==> config.mk <==
export PLATFORM = sky130hd
export DESIGN_NAME = paddle_adc_scheduler
export DESIGN_NICKNAME = d
export VERILOG_FILES = /design/src/rtl/pong_adc_pkg.sv /design/src/rtl/sync_2ff.sv /design/src/rtl/paddle_adc_scheduler.sv
export SDC_FILE = /design/constraint.sdc
export NUM_CORES = 1
export LEC_CHECK = 0
export ABC_AREA = 1
export BUFFER_PORTS_ARGS = -buffer_cell sky130_fd_sc_hd__buf_4
export CAP_MARGIN = 20
export CELL_PAD_IN_SITES_DETAIL_PLACEMENT = 1
export CELL_PAD_IN_SITES_GLOBAL_PLACEMENT = 2
export CORE_UTILIZATION = 30
export CTS_BUF_LIST = sky130_fd_sc_hd__clkbuf_16
export DETAILED_ROUTE_END_ITERATION = 6
export GPL_ROUTABILITY_DRIVEN = 1
export GPL_TIMING_DRIVEN = 1
export MAX_ROUTING_LAYER = met4
export PLACE_DENSITY = 0.74
export SLEW_MARGIN = 25
export SYNTH_ARGS = -nofsm -noshare
export SYNTH_HDL_FRONTEND = slang
export SYNTH_SLANG_ARGS = --single-unit
==> constraint.sdc <==
create_clock -name sys_clk -period 3.1 [get_ports sys_clk]
set_input_delay 0.465 -clock sys_clk [delete_from_list [all_inputs] [get_ports sys_clk]]
set_output_delay 0.465 -clock sys_clk [all_outputs]
set_load 0.01 [all_outputs]
==> src/rtl/pong_adc_pkg.sv <==
// Shared definitions for the paddle ADC scheduler.
// Holds the scheduler state encoding, the channel numbering used on
// adc_mux_sel, and the ADC result width.
package pong_adc_pkg;

  localparam int ADC_W = 8;

  localparam logic CH_P1 = 1'b0;
  localparam logic CH_P2 = 1'b1;

  typedef enum logic [2:0] {
    IDLE,
    SETTLE,
    START,
    WAIT,
    CAPTURE,
    PUBLISH,
    TIMEOUT
  } sched_state_t;

endpackage

==> src/rtl/sync_2ff.sv <==
// Two-flop synchronizer for a single asynchronous level input.
// Ports:
//   sys_clk - destination clock
//   reset   - synchronous active-high reset, clears both flops to 0
//   d       - asynchronous input level
//   q       - synchronized level, two sys_clk cycles behind d
module sync_2ff (
  input  logic sys_clk,
  input  logic reset,
  input  logic d,
  output logic q
);

  logic meta;

  // First flop may go metastable; the second gives it a full cycle to resolve.
  always_ff @(posedge sys_clk) begin
    if (reset) begin
      meta <= 1'b0;
      q    <= 1'b0;
    end else begin
      meta <= d;
      q    <= meta;
    end
  end

endmodule

==> src/rtl/paddle_adc_scheduler.sv <==
// Time-shares one external 8-bit ADC between the two paddle potentiometers.
// For each channel it selects the analog mux, waits for the input to settle,
// runs 2^AVG_LOG2 conversions, averages them and publishes the result with a
// one-cycle valid strobe, then moves to the other channel.
// Ports:
//   sys_clk, reset       - clock and synchronous active-high reset
//   enable               - keep scanning while high (checked at channel boundaries)
//   adc_data, adc_ready  - ADC result and asynchronous end-of-conversion level
//   adc_mux_sel          - analog mux select (0 = player 1, 1 = player 2)
//   adc_start            - start-of-conversion pulse to the ADC
//   p1_value, p2_value   - latest averaged value per player
//   p1_valid, p2_valid   - one-cycle update strobes
//   busy                 - scheduler not idle
//   timeout_err          - sticky conversion-timeout flag
module paddle_adc_scheduler
  import pong_adc_pkg::*;
#(
  parameter int SETTLE_CYCLES      = 1000,
  parameter int START_PULSE_CYCLES = 4,
  parameter int TIMEOUT_CYCLES     = 100000,
  parameter int AVG_LOG2           = 2
) (
  input  logic             sys_clk,
  input  logic             reset,
  input  logic             enable,
  input  logic [ADC_W-1:0] adc_data,
  input  logic             adc_ready,
  output logic             adc_mux_sel,
  output logic             adc_start,
  output logic [ADC_W-1:0] p1_value,
  output logic [ADC_W-1:0] p2_value,
  output logic             p1_valid,
  output logic             p2_valid,
  output logic             busy,
  output logic             timeout_err
);

  localparam int          ACC_W        = ADC_W + AVG_LOG2;
  localparam int          SAMPLES      = 1 << AVG_LOG2;
  localparam logic [31:0] SETTLE_LAST  = 32'(SETTLE_CYCLES - 1);
  localparam logic [31:0] PULSE_LAST   = 32'(START_PULSE_CYCLES - 1);
  localparam logic [31:0] TIMEOUT_LAST = 32'(TIMEOUT_CYCLES - 1);

  sched_state_t      state, state_nxt;
  logic [31:0]       cnt;
  logic [ACC_W-1:0]  acc;
  logic [AVG_LOG2:0] sample_cnt;
  logic [ADC_W-1:0]  avg;
  logic              channel;
  logic              rdy_s;
  logic              last_sample;
  logic              start_blocked;

  sync_2ff u_rdy_sync (
    .sys_clk (sys_clk),
    .reset   (reset),
    .d       (adc_ready),
    .q       (rdy_s)
  );

  assign last_sample   = (int'(sample_cnt) == SAMPLES - 1);
  assign avg           = ADC_W'(acc >> AVG_LOG2);
  assign busy          = (state != IDLE);
  // A new pulse may not begin while the previous conversion's ready is still
  // seen high; once the pulse has begun (cnt > 0) it runs to full width.
  assign start_blocked = (state == START) && (cnt == '0) && rdy_s;

  // State register.
  always_ff @(posedge sys_clk) begin
    if (reset) begin
      state <= IDLE;
    end else begin
      state <= state_nxt;
    end
  end

  // Next-state logic; adc_start is decoded from the state so that a reset
  // drops it in the same cycle.
  always_comb begin
    state_nxt = state;
    adc_start = 1'b0;
    case (state)
      IDLE: begin
        if (enable) state_nxt = SETTLE;
      end
      SETTLE: begin
        if (cnt == SETTLE_LAST) state_nxt = START;
      end
      START: begin
        if (!start_blocked) begin
          adc_start = 1'b1;
          if (cnt == PULSE_LAST) state_nxt = WAIT;
        end
      end
      WAIT: begin
        if (rdy_s) state_nxt = CAPTURE;
        else if (cnt == TIMEOUT_LAST) state_nxt = TIMEOUT;
      end
      CAPTURE: begin
        state_nxt = last_sample ? PUBLISH : START;
      end
      PUBLISH, TIMEOUT: begin
        state_nxt = enable ? SETTLE : IDLE;
      end
      default: state_nxt = IDLE;
    endcase
  end

  // Shared cycle counter for SETTLE, START and WAIT; restarts on every state
  // change and is held at zero while a start pulse is being deferred.
  always_ff @(posedge sys_clk) begin
    if (reset) begin
      cnt <= '0;
    end else if ((state_nxt != state) || start_blocked) begin
      cnt <= '0;
    end else if (state inside {SETTLE, START, WAIT}) begin
      cnt <= cnt + 32'd1;
    end
  end

  // Datapath: mux select, accumulation, publication and the error flag.
  // The average is registered on the CAPTURE->PUBLISH edge so the valid strobe
  // coincides with the PUBLISH cycle and the new value.
  always_ff @(posedge sys_clk) begin
    if (reset) begin
      adc_mux_sel <= CH_P1;
      channel     <= CH_P1;
      acc         <= '0;
      sample_cnt  <= '0;
      p1_value    <= '0;
      p2_value    <= '0;
      p1_valid    <= 1'b0;
      p2_valid    <= 1'b0;
      timeout_err <= 1'b0;
    end else begin
      p1_valid <= 1'b0;
      p2_valid <= 1'b0;
      case (state)
        IDLE: begin
          if (enable) adc_mux_sel <= channel;
        end
        WAIT: begin
          if (rdy_s) acc <= acc + ACC_W'(adc_data);
        end
        CAPTURE: begin
          sample_cnt <= sample_cnt + (AVG_LOG2 + 1)'(1);
          if (last_sample) begin
            if (channel == CH_P1) begin
              p1_value <= avg;
              p1_valid <= 1'b1;
            end else begin
              p2_value <= avg;
              p2_valid <= 1'b1;
            end
          end
        end
        PUBLISH, TIMEOUT: begin
          acc        <= '0;
          sample_cnt <= '0;
          channel    <= ~channel;
          if (enable) adc_mux_sel <= ~channel;
          if (state == TIMEOUT) timeout_err <= 1'b1;
        end
        default: ;
      endcase
    end
  end

endmodule

==> Yosys cells after proc, flatten, opt, wreduce, memory -nomap -nowiden <==
Index checks and enable logic that the tools add are counted.
Widths: inputs -> output; s select.
{ "classes": {"add_sub_neg": 3, "n_mul": 0, "n_div": 0, "n_lt_le_gt_ge": 0, "eq_ne": 14, "n_shift": 0, "mux": 19, "bitwise": 3, "reduce_logical": 18} }
{ "op_table": {"columns": ["op", "count"], "rows": [
  ["$add 32x1->32 const B", 1],
  ["$eq 32x10->1 const B", 1],
  ["$eq 32x17->1 const B", 1],
  ["$eq 32x2->1 const B", 1],
  ["$logic_not 32->1", 1],
  ["$mux 3", 7],
  ["$pmux 10 s2", 1],
  ["$pmux 3 s6", 1],
  ["$eq 3x3->1 const B", 4],
  ["$add 10x8->10", 1],
  ["$mux 10", 1],
  ["$reduce_and 3->1", 3],
  ["$mux 1", 7],
  ["$eq 3x2->1 const B", 2],
  ["$pmux 3 s2", 1],
  ["$reduce_bool 2->1", 3],
  ["$reduce_bool 3->1", 2],
  ["$ne 2x2->1 const B", 2],
  ["$reduce_and 2->1", 2],
  ["$reduce_or 2->1", 2],
  ["$add 3x1->3 const B", 1],
  ["$eq 3x1->1 const B", 1],
  ["$logic_not 3->1", 1],
  ["$ne 3x3->1", 1],
  ["6 further kinds", 9]
]} }
{ "word_totals": {"ff_bits": 71, "latchBits": 0, "mem_bits_rw": 0, "romBits": 0, "inputBits": 12, "wordCells": 70, "mem_count": 0} }

==> Depth between registers and ports, before layout <==
{ "logic_depth": {"word_depth": 8, "ltp_mapped": 13, "mapped_depth_nobuf": 12} }

==> By module <==
A second synthesis with hierarchy kept.
{ "unflattened": {"cells_unflattened": 538, "area_unflattened_um2": 3746.1} }
{ "by_module_without_submodules": {"columns": ["module", "n_inst", "cells_per_inst", "area_each_um2"], "rows": [
  ["paddle_adc_scheduler", 1, 532, 3691.0],
  ["sync_2ff", 1, 6, 55.1]
]} }

==> Worst setup path after synthesis <==
No wires, ideal clock.
{ "synth_timing": {"path_kind": "input -> register", "from": "input adc_data[0]", "to": "register acc[6]", "arrival_ns": 1.742, "slack_ns": 1.287, "path_stages": 11, "path_buffers": 0, "path_cell_list": "ha_1 > fa_1 > nand3_1 > nand2_1 > nand2_1 > nand2_1 > a21oi_1 > nor2_1 > nor2_1 > nand2_1 > a21oi_1"} }
{ "synth_via": {"elab_chain_len": 3} }
{ "synth_lines": {"columns": ["item", "line", "text"], "rows": [
  ["start, declared", "paddle_adc_scheduler.sv:26", "input logic [ADC_W-1:0] adc_data,"],
  ["$add 10x8->10", "paddle_adc_scheduler.sv:143", "if (rdy_s) acc <= acc + ACC_W'(adc_data);"],
  ["$mux 10", "paddle_adc_scheduler.sv:143", null],
  ["$pmux 10 s2", "paddle_adc_scheduler.sv:138", "case (state)"],
  ["end signal, assigned", "paddle_adc_scheduler.sv:143", null],
  ["end, declared", "paddle_adc_scheduler.sv:46", "logic [ACC_W-1:0] acc;"]
]} }
Every way passes these cells. The select of a mux whose other input is x is not followed.
A chain may end at the register's enable or synchronous reset.

==> Worst setup path after layout <==
{ "layout_timing": {"from": "register cnt[0]", "to": "register cnt[13]"} }
{ "layout_via": {"elab_chain_len": 8, "word_cells_on_any_way": 16} }
{ "layout_lines": {"columns": ["item", "line", "text"], "rows": [
  ["start, declared", "paddle_adc_scheduler.sv:45", "logic [31:0] cnt;"],
  ["start signal, assigned", "paddle_adc_scheduler.sv:117", "cnt <= cnt + 32'd1;"],
  ["$logic_not 32->1", "paddle_adc_scheduler.sv:66", "assign start_blocked = (state == START) && (cnt == '0) && rdy_s;"],
  ["$logic_and 1x1->1 (2 in series)", "paddle_adc_scheduler.sv:66", null],
  ["$mux 3", "paddle_adc_scheduler.sv:90", "if (!start_blocked) begin"],
  ["$pmux 3 s6", "paddle_adc_scheduler.sv:82", "case (state)"],
  ["$ne 3x3->1", "paddle_adc_scheduler.sv:114", "end else if ((state_nxt != state) || start_blocked) begin"],
  ["$logic_or 1x1->1", "paddle_adc_scheduler.sv:114", null],
  ["$reduce_or 2->1 (no line)", null, null]
]} }
Several ways; a longest one is shown, not always the timed one.

==> results.sh <==
export IMPL_power_share_clock_pct=49.2
export IMPL_track_usage_pct=18.1
export IMPL_end_kind="flip-flop"
export IMPL_path_class="flip-flop to flip-flop"
export IMPL_drv_cap=0
export IMPL_r2r_cells=12
export IMPL_multiInputGateArea_sq_um=2230
export IMPL_initial_utilization_pct=31.0
export IMPL_yosys_area_top_type="dfxtp_1"
export IMPL_ir_worst_vdd_v=0.000324
export IMPL_via_per_inst=4.58
export IMPL_grt_max_degree=33
export IMPL_min_to="u_rdy_sync.meta$_SDFF_PP0_"
export IMPL_dp_cells=750
export IMPL_reg2reg_slack_ps=670
export IMPL_ys_ff_latch=71
export IMPL_seqCellArea_sq_um=1420
export IMPL_die_h_um=117
export IMPL_postSynthCellCount=554
export IMPL_row_count=41
export IMPL_fin_nets=615
export IMPL_min_path_type="input port to flip-flop"
export IMPL_dieWidth_um=117
export IMPL_yosys_top_cells_count="nand2_1 (112), nor2_1 (82), dfxtp_1 (71)"
export IMPL_grt_first_pass_wirelength_mm=17.9
export IMPL_antenna_left=0
export IMPL_synth_edf_count=0
export IMPL_ctsResizeCount=0
export IMPL_ys_flop_type="dfxtp_1"
export IMPL_clkSinkCount=71
export IMPL_worstMarginPinSlew_ps=700
export IMPL_synthToLayoutAreaGrowth_pct=17.2
export IMPL_cts_htree_levels=3
export IMPL_syn_num_nets=580
export IMPL_cp_required_ps=3310
export IMPL_ys_top_cells_by_area="dfxtp_1 (36%), nand2_1 (11%), nor2_1 (7.8%), xor2_1 (6.0%), inv_1 (5.8%)"
export IMPL_wl_mm=10.9
export IMPL_syn_cell_area_sq_um=3960
export IMPL_slew_violations=0
export IMPL_ys_warn_count=0
export IMPL_arrival_ps=2640
export IMPL_routedWlPerCell_um=14.3
export IMPL_die_area_sq_um=13700
export IMPL_root_buffer="clkbuf_16"
export IMPL_p_comb_share_pct=5.3
export IMPL_drc_errors=0
export IMPL_yosysTopAreaCellShare_pct=35.9
export IMPL_cp_start_kind="flip-flop"
export IMPL_port_buffers=33
export IMPL_vias=3512
export IMPL_yosysMostFrequentCell="nand2_1"
export IMPL_dr_first_iter_drc_count=113
export IMPL_grt_remaining_overflow=0
export IMPL_holdCritStartpoint="adc_ready"
export IMPL_whs_path_depth=3
export IMPL_rr_endpoint="cnt[13]$_SDFFE_PP0P_"
export IMPL_num_io_pins=34
export IMPL_outcome="finished clean"
export IMPL_slew_limit_headroom_pct=53.3
export IMPL_fill_cells=1593
export IMPL_design_core_area_sq_um=12800
export IMPL_pwr_share_seq_pct=45.6
export IMPL_p_leak_uw=0.00185
export IMPL_fin_crit_sh_pct=78.4
export IMPL_post_route_cells_drive_above_1_share_pct=17.0
export IMPL_final_cells=766
export IMPL_power_density_nw_per_um2=436
export IMPL_synth_cell_types=36
export IMPL_clk_path_buf_depth=2
export IMPL_setup_violations=0
export IMPL_p_sw_share_pct=26.0
export IMPL_synth_area_per_cell_sq_um=7.15
export IMPL_synthArstFlopShare_pct=0
export IMPL_cp_max_fo=32
export IMPL_grt_pass1_vias=3559
export IMPL_hold_viol_final=0
export IMPL_gp_congestion=0.790
export IMPL_clk_pin_slew_ps=60
export IMPL_antenna_found_initial=0
export IMPL_numCtsBuffers=9
export IMPL_rsz0062_at_grt="no"
export IMPL_diodes=0
export IMPL_timing_fmax_ghz=0.411
export IMPL_cts_hold_buf=0
export IMPL_tritoncts="done"
export IMPL_clock_skew_ps=9.91
export IMPL_totalNegativeSetupSlack_ps=0
export IMPL_place_hpwl_mm=8.40
export IMPL_internal_power_uw=1500
export IMPL_dr_pass1_iters=4
export IMPL_r2r_start="cnt[0]$_SDFFE_PP0P_"
export IMPL_post_cts_buffers=0
export IMPL_yosysSeqAreaShare_pct=35.9
export IMPL_power_switching_uw=526
export IMPL_clk_latency_ps=340
export IMPL_period_minus_slack_ps=2430
state kept, by name (all words and copies together) (netlist names):
signal,flops
channel,1
u_rdy_sync.meta,1
state,3
p2_value,8
sample_cnt,3
acc,10
u_rdy_sync.q,1
adc_mux_sel,1
p1_value,8
timeout_err,1
cnt,32
p1_valid,1
p2_valid,1
critical path: stages (launching register included):
cell     delay [ps]
dfxtp_1         380
ha_1            160
nand2_1          70
nor2_1          270
nand3_1         150
nor2_1          130
nand2_1         140
nand2_1         120
nand2_1          70
nor2_2          110
a21oi_2          80
nand2_4         540
nor2_1           70
routing by layer:
metal  share of wire, %  vias to the layer above  GRT usage, %  wire length [um]
li1                   -                     1830             -                 -
met1                 51                     1634          23.3              5600
met2                 45                       40          28.4              4950
met3                2.5                        8          4.79               269
met4                1.0                        0          4.22               111
met5                  0                        -             -                 0
stage by stage:
step	hold slack [ps]	util, %	power [uW]	setup slack (ps)	instance area, sq um
after floorplan	388	-	1030	1290	3960
after global placement	393	34.2	1050	683	4370
after detailed placement	422	34.2	1050	685	4370
after CTS	314	36.4	2060	669	4650
after global routing	320	36.4	2120	511	4650
final	325	36.4	2020	669	4650
how the worst max path moves through the flow:
| stage | start | endpoint | slack [ps] | cells past startpoint |
|---|---|---|---|---|
| floorplan | adc_data[0] | acc[6]$_SDFFE_PP0P_ | 1290 | 11 |
| global placement | cnt[0]$_SDFFE_PP0P_ | cnt[12]$_SDFFE_PP0P_ | 680 | 12 |
| CTS | cnt[0]$_SDFFE_PP0P_ | cnt[13]$_SDFFE_PP0P_ | 670 | 12 |
| global route | state[2]$_SDFF_PP0_ | acc[9]$_SDFFE_PP0P_ | 510 | 10 |
| detailed placement | cnt[0]$_SDFFE_PP0P_ | cnt[13]$_SDFFE_PP0P_ | 680 | 12 |
| finish | cnt[0]$_SDFFE_PP0P_ | cnt[13]$_SDFFE_PP0P_ | 670 | 12 |
area by class of cell:
| type | count | share of cell area, % |
|---|---|---|
| multi-input cells | 408 | 47.9 |
| flip-flops and latches | 71 | 30.6 |
| inverters | 66 | 5.49 |
| repair buffers | 33 | 5.33 |
| clock buffers | 9 | 4.85 |
| well taps | 172 | 4.63 |
| clock inverters | 7 | 1.19 |
power by group through the flow:
stage,Combinational [uW],Clock (uW),Sequential (uW)
2_1_floorplan,84.6,0,942
3_3_place_gp,107,0,943
5_1_grt,118,1080,923
3_5_place_dp,108,0,943
4_1_cts,109,1030,922
6_report,107,995,922
cell usage in the layout, fill, tap and decap left out:
cell and n:
clkinv_1 2, inv_4 1, clkinv_2 1, o21ai_1 1, nor4_1 6, a21oi_1 34
clkinvlp_4 2, inv_1 61, o211ai_1 1, nor2_4 14, clkbuf_16 9, o21a_1 1
nor2_1 82, o21ai_2 2, nand4_1 8, fa_1 1, xnor2_1 6, nand2_2 2
nand2_8 1, o21ai_0 15, nor3_2 1, or2_2 1, a21oi_2 2, xor2_1 27
a31oi_1 1, nand3_1 36, ha_1 13, dfxtp_1 71, nand3b_1 1, inv_2 1
buf_4 33, nor2_2 25, nand2_4 1, nor3_1 14, nand2_1 112, inv_6 4
clkinv_4 1
logic make-up after synthesis:
kind of cell	synth area share [%]
and+or+nand+nor	36.5
buffers and inverters	7.99
DFF	35.9
AOI/OAI and AO/OA	7.73
xor gates and xnor gates	7.29
adders and majority gates	4.61
Note: power is estimated with default switching activity, not from simulation.
